==> config.mk <==
export PLATFORM = sky130hd
export DESIGN_NAME = board_move_ctrl_flat
export DESIGN_NICKNAME = d
export VERILOG_FILES = /design/src/rtl/board_move_if.sv /design/src/rtl/board_move_ctrl.sv /design/src/flat_wrapper.sv
export SDC_FILE = /design/constraint.sdc
export NUM_CORES = 1
export LEC_CHECK = 0
export ABC_AREA = 1
export CELL_PAD_IN_SITES_DETAIL_PLACEMENT = 0
export CELL_PAD_IN_SITES_GLOBAL_PLACEMENT = 2
export CORE_MARGIN = 5
export CORE_UTILIZATION = 28
export CTS_BUF_LIST = sky130_fd_sc_hd__clkbuf_4
export DETAILED_ROUTE_END_ITERATION = 16
export PLACE_DENSITY = 0.88
export SYNTH_ARGS = -nofsm -noshare
export SYNTH_HDL_FRONTEND = slang
export SYNTH_SLANG_ARGS = --single-unit
==> constraint.sdc <==
create_clock -name clk -period 1.6 [get_ports clk]
set_input_delay 0.48 -clock clk [delete_from_list [all_inputs] [get_ports clk]]
set_output_delay 0.48 -clock clk [all_outputs]
set_load 0.01 [all_outputs]
==> src/rtl/board_move_if.sv <==
// board_move_if: control/status bundle between the game FSM, the buttons and board_move_ctrl
// Ports (slave = board_move_ctrl side):
//   in  clear, enable, turn, next_btn, sel_btn, timeout
//   out x_plane[8:0], o_plane[8:0], cursor[3:0], move_valid, move_reject,
//       move_cell[3:0], winner[1:0], game_over
interface board_move_if;
  logic       clear;
  logic       enable;
  logic       turn;
  logic       next_btn;
  logic       sel_btn;
  logic       timeout;
  logic [8:0] x_plane;
  logic [8:0] o_plane;
  logic [3:0] cursor;
  logic       move_valid;
  logic       move_reject;
  logic [3:0] move_cell;
  logic [1:0] winner;
  logic       game_over;
  modport master (
    output clear, enable, turn, next_btn, sel_btn, timeout,
    input  x_plane, o_plane, cursor, move_valid, move_reject, move_cell, winner, game_over
  );
  modport slave (
    input  clear, enable, turn, next_btn, sel_btn, timeout,
    output x_plane, o_plane, cursor, move_valid, move_reject, move_cell, winner, game_over
  );
endinterface

==> src/rtl/board_move_ctrl.sv <==
// board_move_ctrl: tic-tac-toe move entry -- cursor seek, mark placement, win/draw detection
// Ports: clk, rst (async, active-high), bus (board_move_if.slave: button/enable inputs,
//   occupancy planes, cursor, move pulses, winner/game_over outputs).
// Optional build macro AUTO_MOVE_EN: a timeout edge auto-places on the lowest free cell.
module board_move_ctrl #(
  parameter logic [3:0] CURSOR_INIT = 4'd4
) (
  input logic         clk,
  input logic         rst,
  board_move_if.slave bus
);
  typedef enum logic [2:0] {IDLE, SEEK, PLACE, CHECK, OVER} state_t;
  state_t     state_q, state_d;
  logic [2:0] prev_q, prev_d;
  logic [8:0] x_plane_q, x_plane_d, o_plane_q, o_plane_d;
  logic [3:0] cursor_q, cursor_d, step_q, step_d, move_cell_q, move_cell_d;
  logic       move_valid_q, move_valid_d, move_reject_q, move_reject_d;
  logic [1:0] winner_q, winner_d;
  logic       sel_e, next_e, tmo_e;
  logic [8:0] occ;
  logic [3:0] cursor_inc;
  function automatic logic line_win(input logic [8:0] p);
    return (&p[2:0]) | (&p[5:3]) | (&p[8:6]) |
           (p[0] & p[3] & p[6]) | (p[1] & p[4] & p[7]) | (p[2] & p[5] & p[8]) |
           (p[0] & p[4] & p[8]) | (p[2] & p[4] & p[6]);
  endfunction
  // prev regs reset high so a button held through reset yields no edge
  assign next_e     = bus.next_btn & ~prev_q[0];
  assign sel_e      = bus.sel_btn  & ~prev_q[1];
  assign tmo_e      = bus.timeout  & ~prev_q[2];
  assign occ        = x_plane_q | o_plane_q;
  assign cursor_inc = (cursor_q == 4'd8) ? 4'd0 : cursor_q + 4'd1;
`ifdef AUTO_MOVE_EN
  logic [3:0] first_free;
  always_comb begin
    first_free = 4'd0;
    for (int i = 8; i >= 0; i--) first_free = occ[i] ? first_free : 4'(i);
  end
`else
  logic unused_tmo;
  assign unused_tmo = tmo_e;
`endif
  always_comb begin
    state_d       = state_q;
    prev_d        = {bus.timeout, bus.sel_btn, bus.next_btn};
    x_plane_d     = x_plane_q;
    o_plane_d     = o_plane_q;
    cursor_d      = cursor_q;
    step_d        = step_q;
    move_cell_d   = move_cell_q;
    move_valid_d  = 1'b0;
    move_reject_d = 1'b0;
    winner_d      = winner_q;
    case (state_q)
      IDLE: if (bus.enable) begin
        if (sel_e) begin
          move_reject_d = occ[cursor_q];
          state_d       = occ[cursor_q] ? IDLE : PLACE;
        end
`ifdef AUTO_MOVE_EN
        else if (tmo_e && !(&occ)) begin
          cursor_d = first_free;
          state_d  = PLACE;
        end
`endif
        else if (next_e) begin
          step_d  = 4'd0;
          state_d = SEEK;
        end
      end
      // step_q == 8 marks the ninth move: a full sweep returns to the start cell
      SEEK: begin
        cursor_d = cursor_inc;
        step_d   = step_q + 4'd1;
        state_d  = (!occ[cursor_inc] || step_q == 4'd8) ? IDLE : SEEK;
      end
      PLACE: begin
        x_plane_d    = bus.turn ? x_plane_q : x_plane_q | (9'd1 << cursor_q);
        o_plane_d    = bus.turn ? o_plane_q | (9'd1 << cursor_q) : o_plane_q;
        move_valid_d = 1'b1;
        move_cell_d  = cursor_q;
        state_d      = CHECK;
      end
      CHECK: begin
        winner_d = line_win(x_plane_q) ? 2'b01 :
                   line_win(o_plane_q) ? 2'b10 :
                   (&occ)              ? 2'b11 : 2'b00;
        state_d  = (winner_d != 2'b00) ? OVER : IDLE;
      end
      default: ;
    endcase
    if (bus.clear) begin
      state_d       = IDLE;
      x_plane_d     = 9'd0;
      o_plane_d     = 9'd0;
      cursor_d      = CURSOR_INIT;
      step_d        = 4'd0;
      move_cell_d   = 4'd0;
      move_valid_d  = 1'b0;
      move_reject_d = 1'b0;
      winner_d      = 2'b00;
    end
  end
  always_ff @(posedge clk or posedge rst) begin
    if (rst) begin
      state_q       <= IDLE;
      prev_q        <= 3'b111;
      x_plane_q     <= 9'd0;
      o_plane_q     <= 9'd0;
      cursor_q      <= CURSOR_INIT;
      step_q        <= 4'd0;
      move_cell_q   <= 4'd0;
      move_valid_q  <= 1'b0;
      move_reject_q <= 1'b0;
      winner_q      <= 2'b00;
    end else begin
      state_q       <= state_d;
      prev_q        <= prev_d;
      x_plane_q     <= x_plane_d;
      o_plane_q     <= o_plane_d;
      cursor_q      <= cursor_d;
      step_q        <= step_d;
      move_cell_q   <= move_cell_d;
      move_valid_q  <= move_valid_d;
      move_reject_q <= move_reject_d;
      winner_q      <= winner_d;
    end
  end
  assign bus.x_plane     = x_plane_q;
  assign bus.o_plane     = o_plane_q;
  assign bus.cursor      = cursor_q;
  assign bus.move_valid  = move_valid_q;
  assign bus.move_reject = move_reject_q;
  assign bus.move_cell   = move_cell_q;
  assign bus.winner      = winner_q;
  assign bus.game_over   = |winner_q;
endmodule

==> src/flat_wrapper.sv <==
// flat-port wrapper written by rule: the top's interface ports become plain ports
module board_move_ctrl_flat 
#(
  parameter logic [3:0] CURSOR_INIT = 4'd4
)
  (clk, rst, bus_clear, bus_enable, bus_turn, bus_next_btn, bus_sel_btn, bus_timeout, bus_x_plane, bus_o_plane, bus_cursor, bus_move_valid, bus_move_reject, bus_move_cell, bus_winner, bus_game_over);
  board_move_if bus_i ();
  input logic clk;
  input logic rst;
  input wire logic [$bits(bus_i.clear)-1:0] bus_clear;
  input wire logic [$bits(bus_i.enable)-1:0] bus_enable;
  input wire logic [$bits(bus_i.turn)-1:0] bus_turn;
  input wire logic [$bits(bus_i.next_btn)-1:0] bus_next_btn;
  input wire logic [$bits(bus_i.sel_btn)-1:0] bus_sel_btn;
  input wire logic [$bits(bus_i.timeout)-1:0] bus_timeout;
  output wire logic [$bits(bus_i.x_plane)-1:0] bus_x_plane;
  output wire logic [$bits(bus_i.o_plane)-1:0] bus_o_plane;
  output wire logic [$bits(bus_i.cursor)-1:0] bus_cursor;
  output wire logic [$bits(bus_i.move_valid)-1:0] bus_move_valid;
  output wire logic [$bits(bus_i.move_reject)-1:0] bus_move_reject;
  output wire logic [$bits(bus_i.move_cell)-1:0] bus_move_cell;
  output wire logic [$bits(bus_i.winner)-1:0] bus_winner;
  output wire logic [$bits(bus_i.game_over)-1:0] bus_game_over;
  assign bus_i.clear = bus_clear;
  assign bus_i.enable = bus_enable;
  assign bus_i.turn = bus_turn;
  assign bus_i.next_btn = bus_next_btn;
  assign bus_i.sel_btn = bus_sel_btn;
  assign bus_i.timeout = bus_timeout;
  assign bus_x_plane = bus_i.x_plane;
  assign bus_o_plane = bus_i.o_plane;
  assign bus_cursor = bus_i.cursor;
  assign bus_move_valid = bus_i.move_valid;
  assign bus_move_reject = bus_i.move_reject;
  assign bus_move_cell = bus_i.move_cell;
  assign bus_winner = bus_i.winner;
  assign bus_game_over = bus_i.game_over;
  board_move_ctrl #(.CURSOR_INIT(CURSOR_INIT)) u_core (.clk(clk), .rst(rst), .bus(bus_i));
endmodule
After elaboration in Yosys (flattened, before gate mapping)
Index checks and enable logic that the tools add are counted.

Flip-flop bits (word level): 39. Latch bits: 0. Memory bits (writable): 0. Memory bits (read-only): 0. Output and inout port bits: 31. Word-level logic and storage cells: 127. Memories: 0.

$add $sub $neg: 2. Multipliers: 0. Divide/modulo/power cells: 0. $lt $le $gt $ge: 2. Equal/unequal tests: 10. Shift-type cells: 1. Multiplexer cells: 39. Bitwise operators: 41. Reductions and logical operators: 22.

Operators with widths (number): 2-to-1 mux 9 bit (6); 2-to-1 mux 4 bit (9); OR 9 bit (3); AND 1 bit (22); AND reduction 3 bit (7); 2-to-1 mux 3 bit (5); OR 1 bit (14); 2-to-1 mux 2 bit (6); one-hot mux 3 bit (4 select lines) (1); less-than comparator 4 x 5 -> 1 bit (second input constant) (2); nonzero test 2 bit (5); 2-to-1 mux 1 bit (9); AND reduction 9 bit (1); << shifter 1 x 4 -> 9 bit (first input constant) (1); adder 4 x 1 -> 4 bit (second input constant) (2); binary-select mux 1 bit (select 4 bit) (2); equality test 4 bit (second input constant) (2); one-hot mux 4 bit (2 select lines) (1); equality test 3 x 2 -> 1 bit (second input constant) (2); inequality test 3 bit (second input constant) (2); nonzero test 5 bit (1); inequality test 4 x 2 -> 1 bit (second input constant) (1); AND reduction 2 bit (2); AND reduction 4 bit (1); other kinds (9) (10).

Depth between registers and ports, before layout
Gate-level depths: netlist (run 1).

Word-level depth: 14. Gate-level depth with buffers: 13. Gate-level depth less buffers: 13.

Least setup slack after synthesis (run 1)
OpenSTA, ideal clock, no wires.

Path type: flip-flop to flip-flop. Start: register u_core.cursor_q[0] (netlist: u_core.bus.cursor[0]). End: register u_core.state_q[0]. Library setup time: 0.116 ns. Arrival time: 1.554 ns. Data required time: 1.484 ns. Setup slack: -0.070 ns. Stages on the path, launching flop included: 13. Buffers on the path: 0. Cell sequence: dfrtp_1 > inv_2 > ha_1 > nand3_4 > nand2_4 > nand2_1 > nand3_1 > o21ai_1 > nand2_1 > nand3_1 > nand2_1 > nand2_1 > nand2_1.

Longest elaborated chain between the ends: 9. Elaborated cells on any way between the ends: 10.

Ends and longest elaborated chain: start: declaration (line board_move_ctrl.sv:16) `logic [3:0] cursor_q, cursor_d, step_q, step_d, move_cell_q, move_cell_d;`; start signal: assignment (line board_move_ctrl.sv:121) `cursor_q <= cursor_d;`; adder 4 x 1 -> 4 bit / equality test 4 bit (equally long branches) (line board_move_ctrl.sv:32) `assign cursor_inc = (cursor_q == 4'd8) ? 4'd0 : cursor_q + 4'd1;`; 2-to-1 mux 4 bit * (line board_move_ctrl.sv:32); binary-select mux 1 bit (select 4 bit) * (line board_move_ctrl.sv:75) `state_d = (!occ[cursor_inc] || step_q == 4'd8) ? IDLE : SEEK;`; 2-to-1 mux 1 bit (implied by the code) * (line board_move_ctrl.sv:75); logical NOT 1 bit * (line board_move_ctrl.sv:75); logical OR 1 bit * (line board_move_ctrl.sv:75); 2-to-1 mux 1 bit * (line board_move_ctrl.sv:75); one-hot mux 3 bit (4 select lines) * (line board_move_ctrl.sv:54) `case (state_q)`; 2-to-1 mux 3 bit * (line board_move_ctrl.sv:92) `if (bus.clear) begin`; end signal: assignment (line board_move_ctrl.sv:117) `state_q <= state_d;`; end: declaration (line board_move_ctrl.sv:13) `state_t state_q, state_d;`.

Every way passes the cells marked *; elsewhere a longest branch is shown, timed or not. The select of a mux whose other input is x is not followed. A chain may end at the register's enable or synchronous reset.

Worst setup path after layout (run 1)
Start: register u_core.cursor_q[1] (netlist: u_core.bus.cursor[1]). End: register u_core.state_q[0].

The elaborated chain is that of the path after synthesis.

==> out/qor.yml, run 1 <==
route:
  drt-total-wl_um: 6730
  vias_per_cell: 4.58
  drc_errors: 0
  dr.pass1.iters: 4
  post_drt_wl_per_cell_um: 13.5
  vias: 2289
  ant_nets: 0
  drt-initial-drc-count: 122
logic_synthesis:
  ys_seq_area_share_pct: 43.3
  synth.avg_cell_area_um2: 7.45
  synth_warnings: 0
  ys_async_sr_fraction_pct: 100
  synth.ff_latch_count: 39
  syn_inst: 304
  synth_area_um2: 2260
  syn-num-nets: 320
  yosysTopAreaCell: "dfrtp_1"
  synthFlopType: "dfrtp_1"
  synthTopCellsByCount: "79 x nand2_1, 41 x inv_1, 36 x dfrtp_1, 30 x nor2_1, 26 x a21oi_1"
  ys_top_cells_by_area: "dfrtp_1 40%, nand2_1 13%, inv_1 6.8%"
  netlist.area_leader.share_pct: 39.8
  synth_edf_count: 0
  ys_types: 29
  yosys.cell_count.top_type: "nand2_1"
finish:
  syn2layout_area_growth_pct: 44.7
  nets: 413
  fin_cells: 500
  final_area_um2: 3270
  fin_util_pct: 41.9
  drive_gt1_share_pct: 26.6
  antenna_cells: 0
timing:
  relSlewSlack_pct: 77.3
  hold_viol_final: 0
  tns_ns: -0.0666
  final.period_utilization_pct: 103
  fmax_mhz: 606
  rsz0062_at_grt: "yes"
  slew_violations: 0
  clock_skew_ns: 0.00750
  hold_slack_ns: 0.464
  worstMarginPinSlew_ns: 0.339
  setup_violations: 3
  fin_crit_ns: 1.65
  fin_ws_ns: -0.0507
cts:
  clk_path_buf_depth: 2
  clk_latency_ns: 0.35
  root_buffer: "clkbuf_4"
  cts_buffers: 5
  ctsHoldBuffers: 0
  cts_max_level: 2
  clk_pin_slew_ns: 0.13
  cts_tree: "done"
  clock_sinks: 39
global_route:
  track_usage_pct: 14.3
  antenna_found_initial: 0
  grt_max_degree: 40
  grt_pass1_vias: 2366
  grt_pass1_wl_um: 11300
  grt-ovfl-total: 0
floorplanning:
  dieArea_um2: 9980
  row_count: 32
  initial_utilization_pct: 29.0
  die_y_um: 99.9
  coreArea_um2: 7810
  die_x_um: 99.9
  pin_count: 39
power_and_ir_drop:
  power_frac_clock_pct: 15.9
  power_frac_comb_pct: 49.9
  seqPwrFrac_pct: 34.2
  switching_power_mw: 1.36
  p_leak_nw: 1.66
  max-vdd-ir-drop_v: 0.000392
  powerDensity_nw_per_um2: 1030
  p_int_mw: 2.03
  power_mw: 3.39
  swShare_pct: 40.1
run:
  drv_cap: 0
placement:
  place.gp.congestion: 0.855
  portBuffers: 37
  place_hpwl_um: 4920
  placed_cell_area_um2: 2980
  dpl_worst_slack_ns: -0.170
  dp.cells: 469
worst_setup_path:
  timing_worst_setup_path_type: "flop to flop"
  worst_ep_required_time_ns: 1.91
  cp-start-kind: "flop"
  crit_fanout: 8
  arrival_ns: 1.96
  worstSetupEndpointType: "flop"
outcome:
  failed_checks: "setup timing"
  status: "finished with violations"
worst_hold_path:
  hold_path_class: "input pin to async pin"
metal layers:
layer / share of wire [%] / vias to the layer above / track usage, %
met2: 48 / 52 / 23.8
li1: - / 1163 / -
met3: 4.3 / 6 / 2.71
met4: 0.94 / 0 / 4.83
met5: 0 / - / 0
met1: 47 / 1068 / 18.5
power by group through the flow:
stage	Clock, mW	Combinational (mW)	Sequential, mW
after floorplan	0	0.819	1.23
after global placement	0	1.38	1.21
after detailed placement	0	1.38	1.21
after CTS	0.566	1.58	1.16
after global routing	0.601	1.88	1.17
final	0.538	1.69	1.16
state kept, by name, indices dropped and copies added (netlist names):
register                flops
u_core.bus.cursor           4
u_core.bus.move_cell        4
u_core.bus.move_reject      1
u_core.bus.move_valid       1
u_core.bus.o_plane          9
u_core.bus.winner           2
u_core.bus.x_plane          9
u_core.prev_q               2
u_core.state_q              3
u_core.step_q               4
logic make-up (layout without fill, tap and decap cells):
group,Yosys count,in the layout,share of synthesized area (%)
flops,39,39,43.3
fa+ha+maj,8,8,4.42
buf+inv,52,146,8.85
xor+xnor,2,2,0.774
simple gates,148,148,29.6
compound gates,55,55,13.1
layout by cell type (no fill, tap or decap), types with 3 or more instances in the layout:
cell	Yosys	routed
dfstp_2	3	3
clkbuf_4	0	6
o21ai_0	9	7
a21oi_2	0	3
buf_4	1	47
nor3_1	3	3
nand2_1	79	76
o22ai_1	8	8
ha_4	0	3
nor2_1	30	25
nand2_2	1	4
nor2_2	5	10
a21oi_1	26	23
inv_2	7	5
nand3_1	21	19
inv_1	41	41
dlygate4sd2_1	0	25
buf_6	0	8
ha_1	8	5
o21ai_1	8	10
dfrtp_1	36	34
clkdlybuf4s50_1	0	6
worst max-delay path: stages, from the launching register on:
cell     delay, ns
dfrtp_2       0.44
buf_6         0.14
inv_4         0.06
ha_4          0.16
nand3_4       0.13
nand2_4       0.12
buf_4         0.11
nand3_2       0.07
a21oi_2       0.13
nand3_1       0.07
nand2_1       0.07
nand2_1       0.05
nand2_1       0.05
final timing paths:
check	end	slack (ns)	start	cells after the start
setup / recovery	u_core.state_q[0]	-0.05	u_core.bus.cursor[1]	12
hold / removal	u_core.bus.winner[1]	0.46	rst	3
setup reg to reg	u_core.state_q[0]	-0.05	u_core.bus.cursor[1]	12
hold reg to reg	u_core.bus.move_cell[3]	0.53	u_core.bus.move_cell[3]	2
max in group asynchronous	u_core.bus.cursor[2]	0.87	rst	3
min in group clk	u_core.bus.move_cell[3]	0.53	u_core.bus.move_cell[3]	2
area by class of cell:
| cell class | count | area, um^2 |
|---|---|---|
| clock buffers | 6 | 45.0 |
| clock inverters | 2 | 12.5 |
| fillers | 828 | 4530 |
| inverters | 48 | 185 |
| multi-input cells | 213 | 1160 |
| flip-flops and latches | 39 | 982 |
| well taps | 102 | 128 |
| repair buffers | 90 | 757 |
what timing repair did:
| action | 4_1_cts | 5_1_grt |
|---|---|---|
| gates resized for setup | 64 | 15 |
| endpoints found under the setup margin | 32 | 10 |
| pin swaps | 4 | 6 |
| buffers inserted | 19 | 6 |
Power figures use the tool's default switching activity.
==> run 2: changes to the inputs <==
--- a/config.mk
+++ b/config.mk
@@ -6,6 +6,7 @@
 export NUM_CORES = 1
 export LEC_CHECK = 0
 export ABC_AREA = 1
+export ABC_CLOCK_PERIOD_IN_PS = 1600
 export CELL_PAD_IN_SITES_DETAIL_PLACEMENT = 0
 export CELL_PAD_IN_SITES_GLOBAL_PLACEMENT = 2
 export CORE_MARGIN = 5
==> results of run 2 <==
The final DEF is identical to that of run 1; final timing and power are the same.
